File: config.mk
export PLATFORM = sky130hd
export DESIGN_NAME = alu_sequencer
export DESIGN_NICKNAME = d
export VERILOG_FILES = /design/src/rtl/alu_sequencer_pkg.sv /design/src/rtl/alu_sequencer.sv
export SDC_FILE = /design/constraint.sdc
export NUM_CORES = 1
export LEC_CHECK = 0
export CAP_MARGIN = 15
export CORE_ASPECT_RATIO = 2
export CORE_MARGIN = 1.5
export CORE_UTILIZATION = 40
export DETAILED_ROUTE_END_ITERATION = 12
export HOLD_SLACK_MARGIN = 0.06
export PLACE_DENSITY = 0.74
export REMOVE_ABC_BUFFERS = 1
export SETUP_SLACK_MARGIN = 0.02
export SYNTH_ARGS = -nofsm -noshare
export SYNTH_HDL_FRONTEND = slang
export SYNTH_SLANG_ARGS = --single-unit
File: constraint.sdc
create_clock -name clk -period 5 [get_ports clk]
set_clock_uncertainty 0.15 [all_clocks]
set_input_delay 1.5 -clock clk [delete_from_list [all_inputs] [get_ports clk]]
set_output_delay 1.5 -clock clk [all_outputs]
set_load 0.05 [all_outputs]
File: src/rtl/alu_sequencer_pkg.sv
// Shared definitions for the ALU sequencer: default datapath width and ALU opcodes.
// Latency: n/a (definitions only).
// Backpressure: n/a.
// The opcodes match the core's combinational ALU decode.
package alu_sequencer_pkg;

  localparam int XLEN_DEF = 32;

  localparam logic [2:0] ALU_AND = 3'b000;
  localparam logic [2:0] ALU_OR  = 3'b001;
  localparam logic [2:0] ALU_ADD = 3'b010;
  localparam logic [2:0] ALU_SUB = 3'b110;
  localparam logic [2:0] ALU_SLT = 3'b111;

endpackage

File: src/rtl/alu_sequencer.sv
// Multi-cycle MUL / DIVU sequencer that borrows the core's combinational ALU.
// Latency: MUL done XLEN+1 cycles after accept; DIVU XLEN+1..2*XLEN+1; divide-by-zero 1.
// Backpressure: ready is high only in IDLE; start is ignored while busy.
//
// Ports:
//   clk, rst                   clock, asynchronous active-high reset
//   start, op, op_a, op_b      request (op 0=MUL low half, 1=DIVU), sampled when ready=1
//   flush                      synchronous abort of an in-flight operation
//   ready, done, illegal       status; done/illegal are one-cycle pulses
//   res_lo, res_hi             product/0 or quotient/remainder, held between operations
//   alu_A, alu_B, alu_control  operands and opcode driven to the external ALU
//   alu_result, alu_zero       external ALU response
// Build option: define ALU_SEQ_DIV_EN to include the divider; otherwise DIVU
// completes immediately with illegal set.
module alu_sequencer
  import alu_sequencer_pkg::*;
#(
  parameter int XLEN = XLEN_DEF
) (
  input  logic            clk,
  input  logic            rst,
  input  logic            start,
  input  logic            op,
  input  logic [XLEN-1:0] op_a,
  input  logic [XLEN-1:0] op_b,
  input  logic            flush,
  output logic            ready,
  output logic            done,
  output logic [XLEN-1:0] res_lo,
  output logic [XLEN-1:0] res_hi,
  output logic            illegal,
  output logic [XLEN-1:0] alu_A,
  output logic [XLEN-1:0] alu_B,
  output logic [2:0]      alu_control,
  input  logic [XLEN-1:0] alu_result,
  input  logic            alu_zero
);

  localparam logic [2:0] IDLE     = 3'd0;
  localparam logic [2:0] MUL_STEP = 3'd1;
  localparam logic [2:0] DIV_CMP  = 3'd2;
  localparam logic [2:0] DIV_SUB  = 3'd3;
  localparam logic [2:0] DONE     = 3'd4;

  localparam int CW = $clog2(XLEN) + 1;
  localparam logic [CW-1:0] CNT_LAST = CW'(XLEN - 1);

  logic [2:0]      state_q, state_d;
  // a: multiplicand (MUL) or dividend shifting out / quotient shifting in (DIVU)
  logic [XLEN-1:0] a_q, a_d;
  // b: multiplier (MUL) or divisor (DIVU)
  logic [XLEN-1:0] b_q, b_d;
  // acc: product accumulator (MUL) or partial remainder (DIVU)
  logic [XLEN-1:0] acc_q, acc_d;
  logic [CW-1:0]   cnt_q, cnt_d;
  logic [XLEN-1:0] res_lo_q, res_lo_d;
  logic [XLEN-1:0] res_hi_q, res_hi_d;
  logic            ill_q, ill_d;
  logic            last_step;

`ifdef ALU_SEQ_DIV_EN
  logic [XLEN-1:0] rem_shift;
`else
  logic            unused_alu_zero;
  assign unused_alu_zero = alu_zero;
`endif

  always_comb begin
    state_d     = state_q;
    a_d         = a_q;
    b_d         = b_q;
    acc_d       = acc_q;
    cnt_d       = cnt_q;
    res_lo_d    = res_lo_q;
    res_hi_d    = res_hi_q;
    ill_d       = ill_q;
    alu_control = ALU_AND;
    alu_A       = '0;
    alu_B       = '0;
    last_step   = (cnt_q == CNT_LAST);
`ifdef ALU_SEQ_DIV_EN
    rem_shift   = {acc_q[XLEN-2:0], a_q[XLEN-1]};
`endif

    case (state_q)
      IDLE: begin
        if (start) begin
          a_d   = op_a;
          b_d   = op_b;
          acc_d = '0;
          cnt_d = '0;
          ill_d = 1'b0;
          if (!op) begin
            state_d = MUL_STEP;
          end else begin
`ifdef ALU_SEQ_DIV_EN
            if (op_b == '0) begin
              state_d  = DONE;
              res_lo_d = '1;
              res_hi_d = op_a;
            end else begin
              state_d = DIV_CMP;
            end
`else
            state_d  = DONE;
            res_lo_d = '1;
            res_hi_d = '0;
            ill_d    = 1'b1;
`endif
          end
        end
      end

      MUL_STEP: begin
        if (b_q[0]) begin
          alu_control = ALU_ADD;
          alu_A       = acc_q;
          alu_B       = a_q;
          acc_d       = alu_result;
        end
        a_d   = a_q << 1;
        b_d   = b_q >> 1;
        cnt_d = cnt_q + CW'(1);
        if (last_step) begin
          state_d  = DONE;
          res_lo_d = acc_d;
          res_hi_d = '0;
        end
      end

`ifdef ALU_SEQ_DIV_EN
      DIV_CMP: begin
        alu_control = ALU_SLT;
        alu_A       = rem_shift;
        alu_B       = b_q;
        acc_d       = rem_shift;
        a_d         = {a_q[XLEN-2:0], 1'b0};
        // A set remainder MSB means the shifted value exceeds XLEN bits and
        // is certainly >= divisor; the SLT result would be meaningless.
        if (acc_q[XLEN-1] || alu_zero) begin
          state_d = DIV_SUB;
        end else begin
          cnt_d = cnt_q + CW'(1);
          if (last_step) begin
            state_d  = DONE;
            res_lo_d = a_d;
            res_hi_d = acc_d;
          end
        end
      end

      DIV_SUB: begin
        // Wrap-around subtraction restores the lost overflow bit implicitly.
        alu_control = ALU_SUB;
        alu_A       = acc_q;
        alu_B       = b_q;
        acc_d       = alu_result;
        a_d         = {a_q[XLEN-1:1], 1'b1};
        cnt_d       = cnt_q + CW'(1);
        if (last_step) begin
          state_d  = DONE;
          res_lo_d = a_d;
          res_hi_d = acc_d;
        end else begin
          state_d = DIV_CMP;
        end
      end
`else
      DIV_CMP, DIV_SUB: state_d = IDLE;
`endif

      DONE:    state_d = IDLE;
      default: state_d = IDLE;
    endcase

    // Abort wins over any completion in the same cycle and leaves old results.
    if (flush && (state_q != IDLE)) begin
      state_d  = IDLE;
      res_lo_d = res_lo_q;
      res_hi_d = res_hi_q;
    end
  end

  always_ff @(posedge clk or posedge rst) begin
    if (rst) begin
      state_q  <= IDLE;
      a_q      <= '0;
      b_q      <= '0;
      acc_q    <= '0;
      cnt_q    <= '0;
      res_lo_q <= '0;
      res_hi_q <= '0;
      ill_q    <= 1'b0;
    end else begin
      state_q  <= state_d;
      a_q      <= a_d;
      b_q      <= b_d;
      acc_q    <= acc_d;
      cnt_q    <= cnt_d;
      res_lo_q <= res_lo_d;
      res_hi_q <= res_hi_d;
      ill_q    <= ill_d;
    end
  end

  assign ready   = (state_q == IDLE);
  assign done    = (state_q == DONE);
  assign illegal = done & ill_q;
  assign res_lo  = res_lo_q;
  assign res_hi  = res_hi_q;

endmodule

Word-level counts from Yosys, hierarchy flattened

Cells that the tools add are included.

Bits in registers: 170
Logic and storage cells: 56
Output and inout port bits: 134

Muxes and demuxes: 29
Bitwise gates (word level): 2
Add/sub/neg operators: 1
Reductions and logical operators: 8
Eq/ne operators: 8

Operator list:

| kind                | count |
|---|---|
| $mux 32             | 14 |
| $pmux 32 s2         | 5 |
| $mux 3              | 4 |
| $pmux 6 s2          | 1 |
| $add 6x1->6 const B | 1 |
| $eq 6x5->1 const B  | 1 |
| $mux 6              | 1 |
| $ne 2x2->1 const B  | 3 |
| $pmux 3 s2          | 1 |
| $reduce_and 2->1    | 3 |
| $reduce_and 5->1    | 1 |
| $mux 2              | 2 |
| $eq 3x1->1 const B  | 1 |
| $eq 3x3->1 const B  | 1 |
| $logic_not 3->1     | 1 |
| $ne 3x2->1 const B  | 1 |
| $ne 3x3->1 const B  | 1 |
| $reduce_bool 3->1   | 1 |
| $reduce_bool 2->1   | 1 |
| $and 1x1->1         | 1 |
| $logic_and 1x1->1   | 1 |
| $mux 1              | 1 |
| $not 1->1           | 1 |

Depth between registers and ports, before layout

Gate-level depths: netlist of the first run.

Depth after elaboration: 4
Gate-level depth with buffers: 7

Worst setup path after synthesis of the first run

No wires, ideal clock.

Kind: register to output
Start: register state_q[0]
End: output illegal
Arrival: 2.082 ns
Buffers on the path: 2
Cell stages (with the launch flop): 5
Setup slack: 1.268 ns
Path through: dfrtp_1 > clkbuf_1 > clkbuf_1 > nor2b_1 > and2_1

Word-level cells in the longest chain between the ends: 2

RTL lines:

| what                     | line                 | text |
|---|---|---|
| start: declaration       | alu_sequencer.sv:48  | `logic [2:0] state_q, state_d;` |
| start signal: assignment | alu_sequencer.sv:195 | `state_q <= state_d;` |
| $eq 3x3->1               | alu_sequencer.sv:207 | `assign done = (state_q == DONE);` |
| via done                 | alu_sequencer.sv:28  | `output logic done,` |
| $and 1x1->1              | alu_sequencer.sv:208 | `assign illegal = done & ill_q;` |
| end: declaration         | alu_sequencer.sv:31  | `output logic illegal,` |

The timed path passes the listed nets, and every way through them passes these cells.

Final worst setup path of the first run

Start: register b_q[0]
End: output alu_A[29]

Word-level cells in the longest chain between the ends: 2

RTL lines:

| what                     | line                 | text |
|---|---|---|
| start: declaration       | alu_sequencer.sv:52  | `logic [XLEN-1:0] b_q, b_d;` |
| start signal: assignment | alu_sequencer.sv:188 | `b_q <= '0;` |
| start signal: assignment | alu_sequencer.sv:197 | `b_q <= b_d;` |
| $mux 32                  | alu_sequencer.sv:115 | `if (b_q[0]) begin` |
| $mux 32                  | alu_sequencer.sv:85  | `case (state_q)` |
| end: declaration         | alu_sequencer.sv:32  | `output logic [XLEN-1:0] alu_A,` |

Every way passes these cells.

==> results.toml, run 1 <==
[placement]
post-dp-hpwl_mm = 13.1
dp.cells = 1116
portBuffers = 200
gp_congestion = 0.787

[detailed_routing]
viasPerCell = 5.41
via_count = 6206
ant_nets = 0
drt_iter0_drc = 190
dr.pass1.iters = 4
wirelength_mm = 20.5
drc_errors = 0
wl_per_cell_um = 17.8

[yosys]
yosys_most_used_dff = "dfrtp_1"
yosysSeqAreaShare = 0.473
ys_top_cells_by_area = "dfrtp_1 47%, mux2i_1 9.0%, o21ai_0 6.8%"
synth_edf_count = 0
synth_most_common_cell = "dfrtp_1"
synth_top_cell_by_area = "dfrtp_1"
synth_common_cells = "137 x dfrtp_1, 98 x o21ai_0, 65 x mux2i_1"
synth_area_per_cell_um2 = 9.45
netlist_instances = 767
yosysUniqueCellTypes = 35
synth_top_area_frac = 0.473
ys_warn_count = 0
synthArstFlopShare = 1.00
syn_area_mm2 = 0.00725
ys_seq_elements = 137

[final_layout]
utilization = 0.555
stdcell_count = 1148
final_layout_size_suffix_gt1_frac = 0.0578
fin_nets = 1026
syn2layout_area_growth_pct = 36.1
antenna_cells = 0
fill_cells = 1632

[grt]
grt_antenna_before_repair = 0
grt_pass1_vias = 6385
overflow = 0
grt_pass1_wl_mm = 33.4
track_usage = 0.220
grt_max_degree = 90

[timing]
min_period_ns = 4.16
tightest_slew_ns = 1.01
hold_viol_final = 0
finalSetupViolCount = 0
relSlewSlack = 0.324
period_share = 0.831
rsz0062_at_grt = "false"
final.setup.tns_ns = 0
slew_viol_final = 0
max_freq_mhz = 241

[clock_tree]
cts_buffers = 17
htree_levels = 4
cts_repair_resize_count = 0
cts_tree = "yes"
clock-sinks = 137
clk_pin_slew_ns = 0.06
clk_latency_ns = 0.42
clockBufferDepth = 2
cts_hold_buf = 0
cts_post_setup_buffers_inserted = 0
cts-root-buf = "clkbuf_16"

[die]
ioPinCount = 236
chipHeight_um = 193
die_area_mm2 = 0.0190
die_w_um = 98.2
core_area_mm2 = 0.0178
initial_core_util = 0.408
row_count = 69

[critical_path]
cp.required_ns = 3.35
crit_fanout = 24
arrival_ns = 2.51
end_kind = "output pin"
crit_type = "flip-flop to output pin"
start_kind = "flip-flop"

[outcome]
status = "complete, no violations"

[job]
maxCapViolCount = 0

[power_and_ir_drop]
power_density_mw_per_mm2 = 370
power_mw = 3.65
ir_drop_v = 0.000271
leakagePower_nw = 4.41

[worst_hold_path]
hold_path_class = "flip-flop to flip-flop"
[cells in the final DEF (no fill, tap or decap), types with 2 or more instances in the layout]
| cell type | synthesis | layout |
|---|---|---|
| dfrtp_2 | 0 | 2 |
| nor3b_1 | 2 | 2 |
| bufinv_16 | 0 | 4 |
| clkbuf_16 | 0 | 17 |
| a22oi_1 | 48 | 48 |
| conb_1 | 1 | 34 |
| clkbuf_8 | 0 | 2 |
| a21oi_1 | 64 | 64 |
| nand2_1 | 25 | 25 |
| buf_12 | 0 | 4 |
| and3b_1 | 14 | 14 |
| mux2i_1 | 65 | 65 |
| clkinvlp_4 | 0 | 3 |
| and2_1 | 2 | 2 |
| o21ai_0 | 98 | 98 |
| inv_6 | 0 | 2 |
| nand3_1 | 37 | 37 |
| nor2_1 | 33 | 33 |
| or3_1 | 2 | 2 |
| dfrtp_1 | 137 | 134 |
| buf_4 | 34 | 8 |
| nor2b_4 | 0 | 2 |
| and3_1 | 64 | 64 |
| clkinv_2 | 0 | 2 |
| clkdlybuf4s50_1 | 0 | 199 |
| nor2b_1 | 51 | 49 |
[power by group]
part           leakage, nW  switching [mW]  internal (mW)  total [mW]
clock                0.298           0.483          0.859        1.34
combinational         2.49           0.498          0.342       0.840
sequential            1.62           0.170           1.30        1.47
total                 4.41            1.15           2.50        3.65
[worst max-delay path: stages (launching register included)]
cell and delay [ns]:
dfrtp_4 0.65, buf_4 0.33, and3_1 0.27, clkdlybuf4s50_1 0.82
[final timing paths]
check | startpoint | to | slack [ns] | cells past startpoint
max | b_q[0] | alu_A[29] | 0.84 | 3
min | ill_q | ill_q | 0.32 | 1
max reg2reg | state_q[0] | res_lo[9] | 1.83 | 4
min reg2reg | ill_q | ill_q | 0.32 | 1
max in group asynchronous | rst | b_q[0] | 2.47 | 3
min in group asynchronous | rst | res_lo[2] | 1.46 | 2
[registers in the layout, summed over array words and instances, names as in the netlist]
name / flops
a_q: 32
b_q: 32
res_lo: 32
acc_q: 32
ill_q: 1
state_q: 2
cnt_q: 6
[kinds of logic (layout without fill, tap and decap cells)]
logic type      after synthesis  count (layout)  synth area share
simple gates                238             238             0.187
mux                          65              65            0.0897
other cells                   1              34          0.000517
flops                       137             137             0.473
buf+inv                     110             245            0.0811
fa+ha+maj                     1               1           0.00173
compound gates              215             215             0.167
[stage by stage]
stage	worst slack (ns)	hold WS, ns	cell area [µm²]
2_1_floorplan	-1.92	0.291	6790
3_3_place_gp	1.28	0.303	9220
3_5_place_dp	1.28	0.308	9220
4_1_cts	0.822	0.322	9840
5_1_grt	0.767	0.342	9860
6_report	0.845	0.318	9860
[metal layers]
layer	track usage	vias up	wire (µm)
met2	0.401	183	11000
met1	0.249	3023	8020
met3	0.0437	35	823
met4	0.0871	0	590
met5	0	-	0
li1	-	2965	-
[area by class of cell]
cell class                 instances  area, µm²  share of cell area
tap                              213        267              0.0270
sequential                       137       3430               0.348
clock buffer                      20        457              0.0463
timing repair buffer             212       2140               0.217
clock inverter                    11        170              0.0173
inverter                           2       12.5             0.00127
multi-input combinational        553       3390               0.343
Power figures use the tool's default switching activity.
==> run 2: changes to the inputs <==
==> constraint.sdc (replaced) <==
create_clock -name clk -period 3.4 [get_ports clk]
set_clock_uncertainty 0.15 [all_clocks]
set_input_delay 1.02 -clock clk [delete_from_list [all_inputs] [get_ports clk]]
set_output_delay 1.02 -clock clk [all_outputs]
set_load 0.05 [all_outputs]
==> run 2 against run 1 <==
  * Largest cell class unchanged
  * Combinational power is 58% higher
  * Sequential share of layout area is 2.4 points lower
  * First-iteration DRC count is 12% higher
  * Sequential power is 48% higher
  * Critical endpoint is now alu_B[27]
  * Final area is 7.2% higher
  * Worst setup slack worse by 0.62 ns
  * Die area stayed put
  * Hold slack better by 0.0036 ns
  * Core utilization is 4.0 points higher
  * Flip-flop and latch count stayed put
  * Critical path type unchanged
==> results.toml, run 2 (synthesized netlist as in run 1, its figures left out) <==
[outcome]
status = "complete, no violations"

[grt]
grt_busiest_layer = "met2"
met3_usage = 0.0426
gr-usage-met2 = 0.402
grt_max_degree = 118
track_usage = 0.220
gr-usage-met1 = 0.250
grt_pass1_vias = 6340
grt_pass1_wl_mm = 33.5
grt_antenna_before_repair = 0
overflow = 0

[job]
maxCapViolCount = 0

[clock_tree]
htree_levels = 4
cts_tree = "yes"
clk_latency_ns = 0.41
clk_pin_slew_ns = 0.06
cts-root-buf = "clkbuf_16"
cts_buffers = 17
clockBufferDepth = 2
clock-sinks = 137
cts_hold_buf = 0

[power_and_ir_drop]
p_switching_mw = 1.76
swShare = 0.323
leakagePower_nw = 4.78
power_frac_comb = 0.243
pwr-share-clk = 0.359
power_density_mw_per_mm2 = 516
ir_drop_v = 0.000302
intPower_mw = 3.69
pwr-share-seq = 0.398

[placement]
gp_congestion = 0.793
placed_area_mm2 = 0.00994
portBuffers = 200
post-dp-hpwl_mm = 13.8
dp_slack_ns = 0.275

[timing]
max_freq_mhz = 315
period_share = 0.934
slew_viol_final = 0
hold_viol_final = 0
worst_slack_ns = 0.223
finalSetupViolCount = 0
hold_slack_ns = 0.322
rsz0062_at_grt = "false"
min_period_ns = 3.18
relSlewSlack = 0.343
tightest_slew_ns = 0.986

[die]
chipHeight_um = 193
die_area_mm2 = 0.0190
row_count = 69
initial_core_util = 0.408
ioPinCount = 236
die_w_um = 98.2
core_area_mm2 = 0.0178

[final_layout]
syn2layout_area_growth_pct = 45.9
layout_common_cells = "134 x dfrtp_1, 132 x clkdlybuf4s50_1, 98 x o21ai_0, 70 x buf_12, 65 x mux2i_1"
final_common_cell = "dfrtp_1"
final_layout_size_suffix_gt1_frac = 0.136
utilization = 0.595
fin_nets = 1033
final_cell_area_mm2 = 0.0106
antenna_cells = 0

[detailed_routing]
dr.pass1.iters = 4
wirelength_mm = 20.8
viasPerCell = 5.46
drt_iter0_drc = 213
wl_per_cell_um = 18.0
via_count = 6308
ant_nets = 0
drc_errors = 0

[critical_path]
cp.required_ns = 2.23
end_kind = "output pin"
crit_type = "flip-flop to output pin"
arrival_ns = 2.01
crit_fanout = 117
start_kind = "flip-flop"

[worst_hold_path]
hold_path_class = "flip-flop to flip-flop"
## run 2: cell count changes in the layout (fill, tap and decap cells not counted), sizes merged
cell / previous run / this run
buf: 13 / 86
clkinvlp: 3 / 0
inv: 3 / 8
bufinv: 4 / 3
clkdlybuf4s50: 199 / 132
clkbuf: 20 / 19
dlymetal6s2s: 0 / 1
clkinv: 3 / 4
## run 2: repair_timing
item                                    4_1_cts  5_1_grt
endpoints found under the setup margin        0        1
gates resized for setup                       0        1
setup buffers                                 0        0
## run 2: area by class of cell
cell class / instances / area (µm²)
Inverter: 2 / 12.5
Sequential cell: 137 / 3430
Clock inverter: 13 / 183
Clock buffer: 19 / 443
Fill cell: 1478 / 7210
Tap cell: 213 / 267
Multi-Input combinational cell: 553 / 3390
Timing Repair Buffer: 219 / 2850
## run 2: final timing paths
kind | start | cells past startpoint | end | slack [ns]
min reg2reg | cnt_q[4] | 1 | cnt_q[4] | 0.32
min | cnt_q[4] | 1 | cnt_q[4] | 0.32
max reg2reg | state_q[2] | 4 | cnt_q[5] | 0.66
min in group asynchronous | rst | 2 | acc_q[18] | 0.90
max | state_q[2] | 4 | alu_B[27] | 0.22
max in group asynchronous | rst | 3 | state_q[2] | 1.59
## run 2: critical path, stage by stage, from the launching register on
cell     delay [ns]
dfrtp_2        0.54
nor2b_4        0.18
buf_12         0.38
and3_1         0.29
buf_12         0.15
## run 2: routing by layer
layer	wire, µm	part of all wire
met1	7940	0.38
met2	11500	0.55
met3	860	0.041
met4	471	0.023
met5	0	0
## run 2: per-stage QoR
step | total power [mW] | cells | setup TNS [ns]
3_3_place_gp | 3.49 | 1123 | 0
3_5_place_dp | 3.53 | 1123 | 0
4_1_cts | 5.51 | 1155 | 0
5_1_grt | 5.73 | 1156 | 0
2_1_floorplan | 2.95 | 692 | -504.10
6_report | 5.46 | 1156 | 0
## run 2: power groups by stage
| stage | registers, mW | logic (mW) | clock network [mW] |
|---|---|---|---|
| global placement | 2.18 | 1.31 | 0 |
| floorplan | 2.17 | 0.777 | 0 |
| CTS | 2.17 | 1.34 | 2.00 |
| finish | 2.17 | 1.33 | 1.96 |
| detailed placement | 2.20 | 1.33 | 0 |
| global route | 2.21 | 1.45 | 2.06 |
==> patch 1, RTL diff (flow settings as in run 1) <==
Make the reset (`rst`) synchronous in one clocked block. Comments in the files are not updated.
--- a/src/rtl/alu_sequencer.sv
+++ b/src/rtl/alu_sequencer.sv
@@ -181,7 +181,7 @@
     end
   end
 
-  always_ff @(posedge clk or posedge rst) begin
+  always_ff @(posedge clk) begin
     if (rst) begin
       state_q  <= IDLE;
       a_q      <= '0;
Formal check against the unedited RTL: differs if rst is asserted again (counterexample within 4 cycles, from zero or initial values and one cycle with rst high); with rst held inactive, the same outputs for 4 cycles.
==> patch 1 against run 1 <==
Total power fell by 15%; final area fell by 4.4%; fmax fell by 3.3%; area after synthesis fell by 2.0%; hold slack improved by 0.018 ns; worst setup slack got worse by 0.14 ns; routed wire length fell by 6.1%; final cell count rose by 3.0%; largest power group is now clock; sequential cell count did not move; largest cell class is now multi-input gates.
==> patch 1: results (changes against run 1) <==
| Metric | Value |
|---|---|
| Worst vdd ir | 182.5 µV (was 270.5 µV) |
| Share of cells above drive strength 1 | 20.66% (was 5.775%) |
| DRT Pass-1 Iters | 5 (was 4) |
| Crit path max fanout | 30 (was 24) |
| Vias in the first global route | 5,981 (was 6,385) |
| Routed vias/inst | 5.339 (was 5.406) |
| Clk_lat worst skew | 0.42 ns (about the same) |
| Final net count | 1,063 (was 1,026) |
| Area contributors post-synth | dfxtp_1, a311oi_2, and3_1 (was dfrtp_1, mux2i_1, o21ai_0) |
| Top cells by count, synth | dfxtp_1, nand2_1, nor2_1 (was dfrtp_1, o21ai_0, mux2i_1) |
| Async set or reset register ratio after synthesis | 0% (was 100.0%) |
| Sequential area share after synthesis | 38.62% (was 47.29%) |
| WL final | 19.23 mm (was 20.47 mm) |
| Gp weighted congestion | 0.7497 (was 0.7868) |
| Share of the synthesized area in the top cell type | 38.62% (was 47.29%) |
| Outcome | finished, final reports clean (unchanged) |
| Cell variety after synth | 44 (was 35) |
| Dpl hpwl | 12.59 mm (was 13.14 mm) |
| Fillcell total | 1,566 (was 1,632) |
| Crit path DAT | 2.65 ns (was 2.51 ns) |
| Largest stage delay on the critical path | 0.80 ns (was 0.82 ns) |
| Largest net degree at the start of global routing | 107 (was 90) |
| Slew Limit Headroom | 41.46% (was 32.40%) |
| Longest Clk Path Bufs | 2 (unchanged) |
| Worst slack at placement | 1.026 ns (was 1.281 ns) |
| Starting DRC count in detailed routing | 234 (was 190) |
| First-pass GRT wire length | 30.38 mm (was 33.44 mm) |
| Gr usage total | 20.01% (was 22.04%) |
| LEAKAGE | 3.914 nW (was 4.409 nW) |
[patch 1: cell count changes after synthesis, sizes merged, moves of 63 or more]
cell / delta
nor2: +67
o21ai: -94
nand2: +79
dfrtp: -137
mux2i: -63
dfxtp: +137
[patch 1: worst paths after layout]
path / start / endpoint / slack (ns) / cells after the start
worst max register to register: state_q[2] / a_q[28] / 2.46 / 5
worst min-delay path: a_q[11] / a_q[12] / 0.34 / 2
worst max-delay path: state_q[0] / alu_A[5] / 0.70 / 4
worst min register to register: a_q[11] / a_q[12] / 0.34 / 2
[patch 1: per-layer routing]
metal | global-route usage, % | share of wire, %
met4 | 7.308 | 2.3
met5 | 0 | 0
met1 | 21.97 | 39
met3 | 3.400 | 4.2
met2 | 38.08 | 55
[patch 1: logic make-up (layout without fill, tap and decap cells)]
kind of cell	count (synthesis)	after routing	synth area share [%]
AND/OR/NAND/NOR	302	302	19.68
AO/OA/AOI/OAI	187	187	24.58
buffers and inverters	150	279	11.70
flip-flops	137	137	38.62
multiplexers	33	33	5.197
adder cells (fa/ha/maj)	1	1	0.1762
other	1	34	0.05280
[patch 1: where the power goes]
group,switching (mW),internal [mW]
registers,0.0580,1.17
clock network,0.526,0.760
logic,0.347,0.236
total,0.931,2.16
[patch 1: final cells by class]
type	instances	share of cell area, %
Clock buffer	18	4.656
Clock inverter	14	1.711
Inverter	35	1.393
Multi-Input combinational cell	557	39.02
Sequential cell	137	29.13
Tap cell	210	2.786
Timing Repair Buffer	212	21.30
[patch 1: tightest hold or removal path: stages (launching register included)]
cell and delay [ns]:
dfxtp_1 0.32, nand2_1 0.06, a311oi_1 0.07
[patch 1: stage by stage]
stage	cell area [µm²]	total power, mW	hold WS [ns]	instances
final	9433	3.096	0.3369	1183
after global routing	9433	3.221	0.3607	1183
after CTS	9433	3.125	0.3389	1183
after detailed placement	8832	1.835	0.3314	1151
after global placement	8832	1.824	0.3218	1151
after floorplan	6526	1.615	0.3002	729
==> patch 2, RTL diff (flow settings as in run 1) <==
Made on the original files. The package constant `XLEN_DEF` goes from 32 to 16.
--- a/src/rtl/alu_sequencer_pkg.sv
+++ b/src/rtl/alu_sequencer_pkg.sv
@@ -4,7 +4,7 @@
 // The opcodes match the core's combinational ALU decode.
 package alu_sequencer_pkg;
 
-  localparam int XLEN_DEF = 32;
+  localparam int XLEN_DEF = 16;
 
   localparam logic [2:0] ALU_AND = 3'b000;
   localparam logic [2:0] ALU_OR  = 3'b001;
Ports: changed (7 resized); port bits go from 236 to 124. No check against the original RTL was run, so the function may have changed too.
==> patch 2 against run 1 <==
Final cell count fell by 53%; worst setup slack worse by 0.26 ns; total power decreased by 53%; final area shrank 50%; routed wire length decreased by 59%; hold slack improved by 0.013 ns; area after synthesis decreased by 49%; core utilization down 0.21 points; sequential cell count decreased by 65; register-to-register slack gained 0.78 ns; synthesized cell count decreased by 56%; critical path depth is 1 higher; critical path type unchanged.
==> patch 2: results (changes against run 1) <==
| Metric | Value |
|---|---|
| Initial antenna violation count | 0 (unchanged) |
| Yosys warns | 0 (unchanged) |
| Clock root cell | clkbuf_16 (unchanged) |
| Top cells by count, synth | dfrtp_1, mux2i_1, nand2_1 (was dfrtp_1, o21ai_0, mux2i_1) |
| Gp weighted congestion | 0.8061 (was 0.7868) |
| Largest net degree at the start of global routing | 51 (was 90) |
| WL/cell | 15.59 µm (was 17.83 µm) |
| Crit path max fanout | 23 (was 24) |
| Top_reg_cell synth | dfrtp_1 (unchanged) |
| Worst hold-check path type | reg -> reg (unchanged) |
| Crit path DAT | 2.77 ns (was 2.51 ns) |
| Worst vdd ir | 189.5 µV (was 270.5 µV) |
| Clock transition at path regs | 0.05 ns |
| CTS resizes | 0 (unchanged) |
| Routed vias/inst | 5.228 (was 5.406) |
| Antenna diodes | 0 (unchanged) |
| Setup TNS | 0 ns (unchanged) |
| Clk_lat worst skew | 0.33 ns (was 0.42 ns) |
| Longest Clk Path Bufs | 2 (unchanged) |
| Post-CTS Setup Inserts | 0 (unchanged) |
| Worst hold slack | 0.3312 ns (was 0.3184 ns) |
| Port Buffers | 104 (was 200) |
| Area contributors post-synth | dfrtp_1, mux2i_1, and3_1 (was dfrtp_1, mux2i_1, o21ai_0) |
| Vias in the first global route | 2,836 (was 6,385) |
| Gr usage total | 17.80% (was 22.04%) |
| Final net count | 484 (was 1,026) |
| First-pass GRT wire length | 13.83 mm (was 33.44 mm) |
| CTS H-tree depth | 3 (was 4) |
| Outcome | finished, final reports clean (unchanged) |
| LEAKAGE | 2.276 nW (was 4.409 nW) |
| Starting DRC count in detailed routing | 123 (was 190) |
| Async set or reset register ratio after synthesis | 100.0% (unchanged) |
| DRT Pass-1 Iters | 4 (unchanged) |
| Cell variety after synth | 31 (was 35) |
| Fillcell total | 787 (was 1,632) |
| Min Tclk post-route | 4.416 ns (was 4.155 ns) |
| FF-to-FF setup slack | 2.61 ns (was 1.83 ns) |
| Dpl hpwl | 5.820 mm (was 13.14 mm) |
| Sequential area share after synthesis | 49.08% (was 47.29%) |
| Num CTS Buffers | 9 (was 17) |
| Share of cells above drive strength 1 | 9.238% (was 5.775%) |
| Worst Tran Pin Value | 0.8551 ns (was 1.014 ns) |
patch 2: cell types whose count changed after synthesis, moves of 44 or more:
| cell | delta |
|---|---|
| o21ai_0 | -66 |
| nor2b_1 | -46 |
| a22oi_1 | -47 |
| a21oi_1 | -61 |
| dfrtp_1 | -65 |
| clkbuf_1 | -44 |
patch 2: final timing paths:
check,startpoint,endpoint,cells past startpoint
setup / recovery,state_q[0],alu_A[7],4
hold / removal,b_q[2],b_q[2],2
setup reg to reg,cnt_q[0],res_lo[11],6
hold reg to reg,b_q[2],b_q[2],2
min in group asynchronous,rst,res_lo[0],2
max in group asynchronous,rst,b_q[15],3
patch 2: worst max-delay path: stages (launching register included):
cell and delay (ns):
dfrtp_1 0.59, nor2b_4 0.58, buf_4 0.26, and3_1 0.17, clkdlybuf4s50_1 0.81
patch 2: per-stage QoR:
step	instance area, µm²	utilization [%]	cells	setup slack [ns]
6_report	4946	55.26	535	0.5835
5_1_grt	4946	55.26	535	0.4473
4_1_cts	4946	55.26	535	0.5475
3_5_place_dp	4672	52.19	519	0.9072
3_3_place_gp	4672	52.19	519	0.9330
2_1_floorplan	3415	-	304	0.4231
patch 2: power breakdown:
part | switching (mW) | internal [mW]
combinational | 0.219 | 0.169
clock | 0.240 | 0.345
sequential | 0.0823 | 0.667
patch 2: routing by layer:
metal	vias up	share of wire [%]	track usage (%)
met5	-	0	0
met4	0	2.5	9.235
met3	14	4.8	3.353
met2	95	53	30.45
met1	1358	40	20.69
li1	1330	-	-
patch 2: cell families (layout without fill, tap and decap cells):
kind of cell	count (synthesis)	count (layout)	share of synthesized area, %
AOI/OAI and AO/OA	74	74	15.20
xor gates and xnor gates	1	1	0.2386
adders and majority gates	2	2	0.6816
buffers and inverters	52	132	9.032
DFF	72	72	49.08
muxes	49	49	13.39
other	1	18	0.1022
and+or+nand+nor	85	85	12.27
patch 2: cell type report:
class,instances,area (µm²),share of cell area [%]
Multi-Input combinational cell,229,1620,32.76
Timing Repair Buffer,113,1109,22.41
Clock inverter,6,35.03,0.7083
Tap cell,102,127.6,2.580
Inverter,3,12.51,0.2530
Sequential cell,72,1803,36.45
Clock buffer,10,239.0,4.832
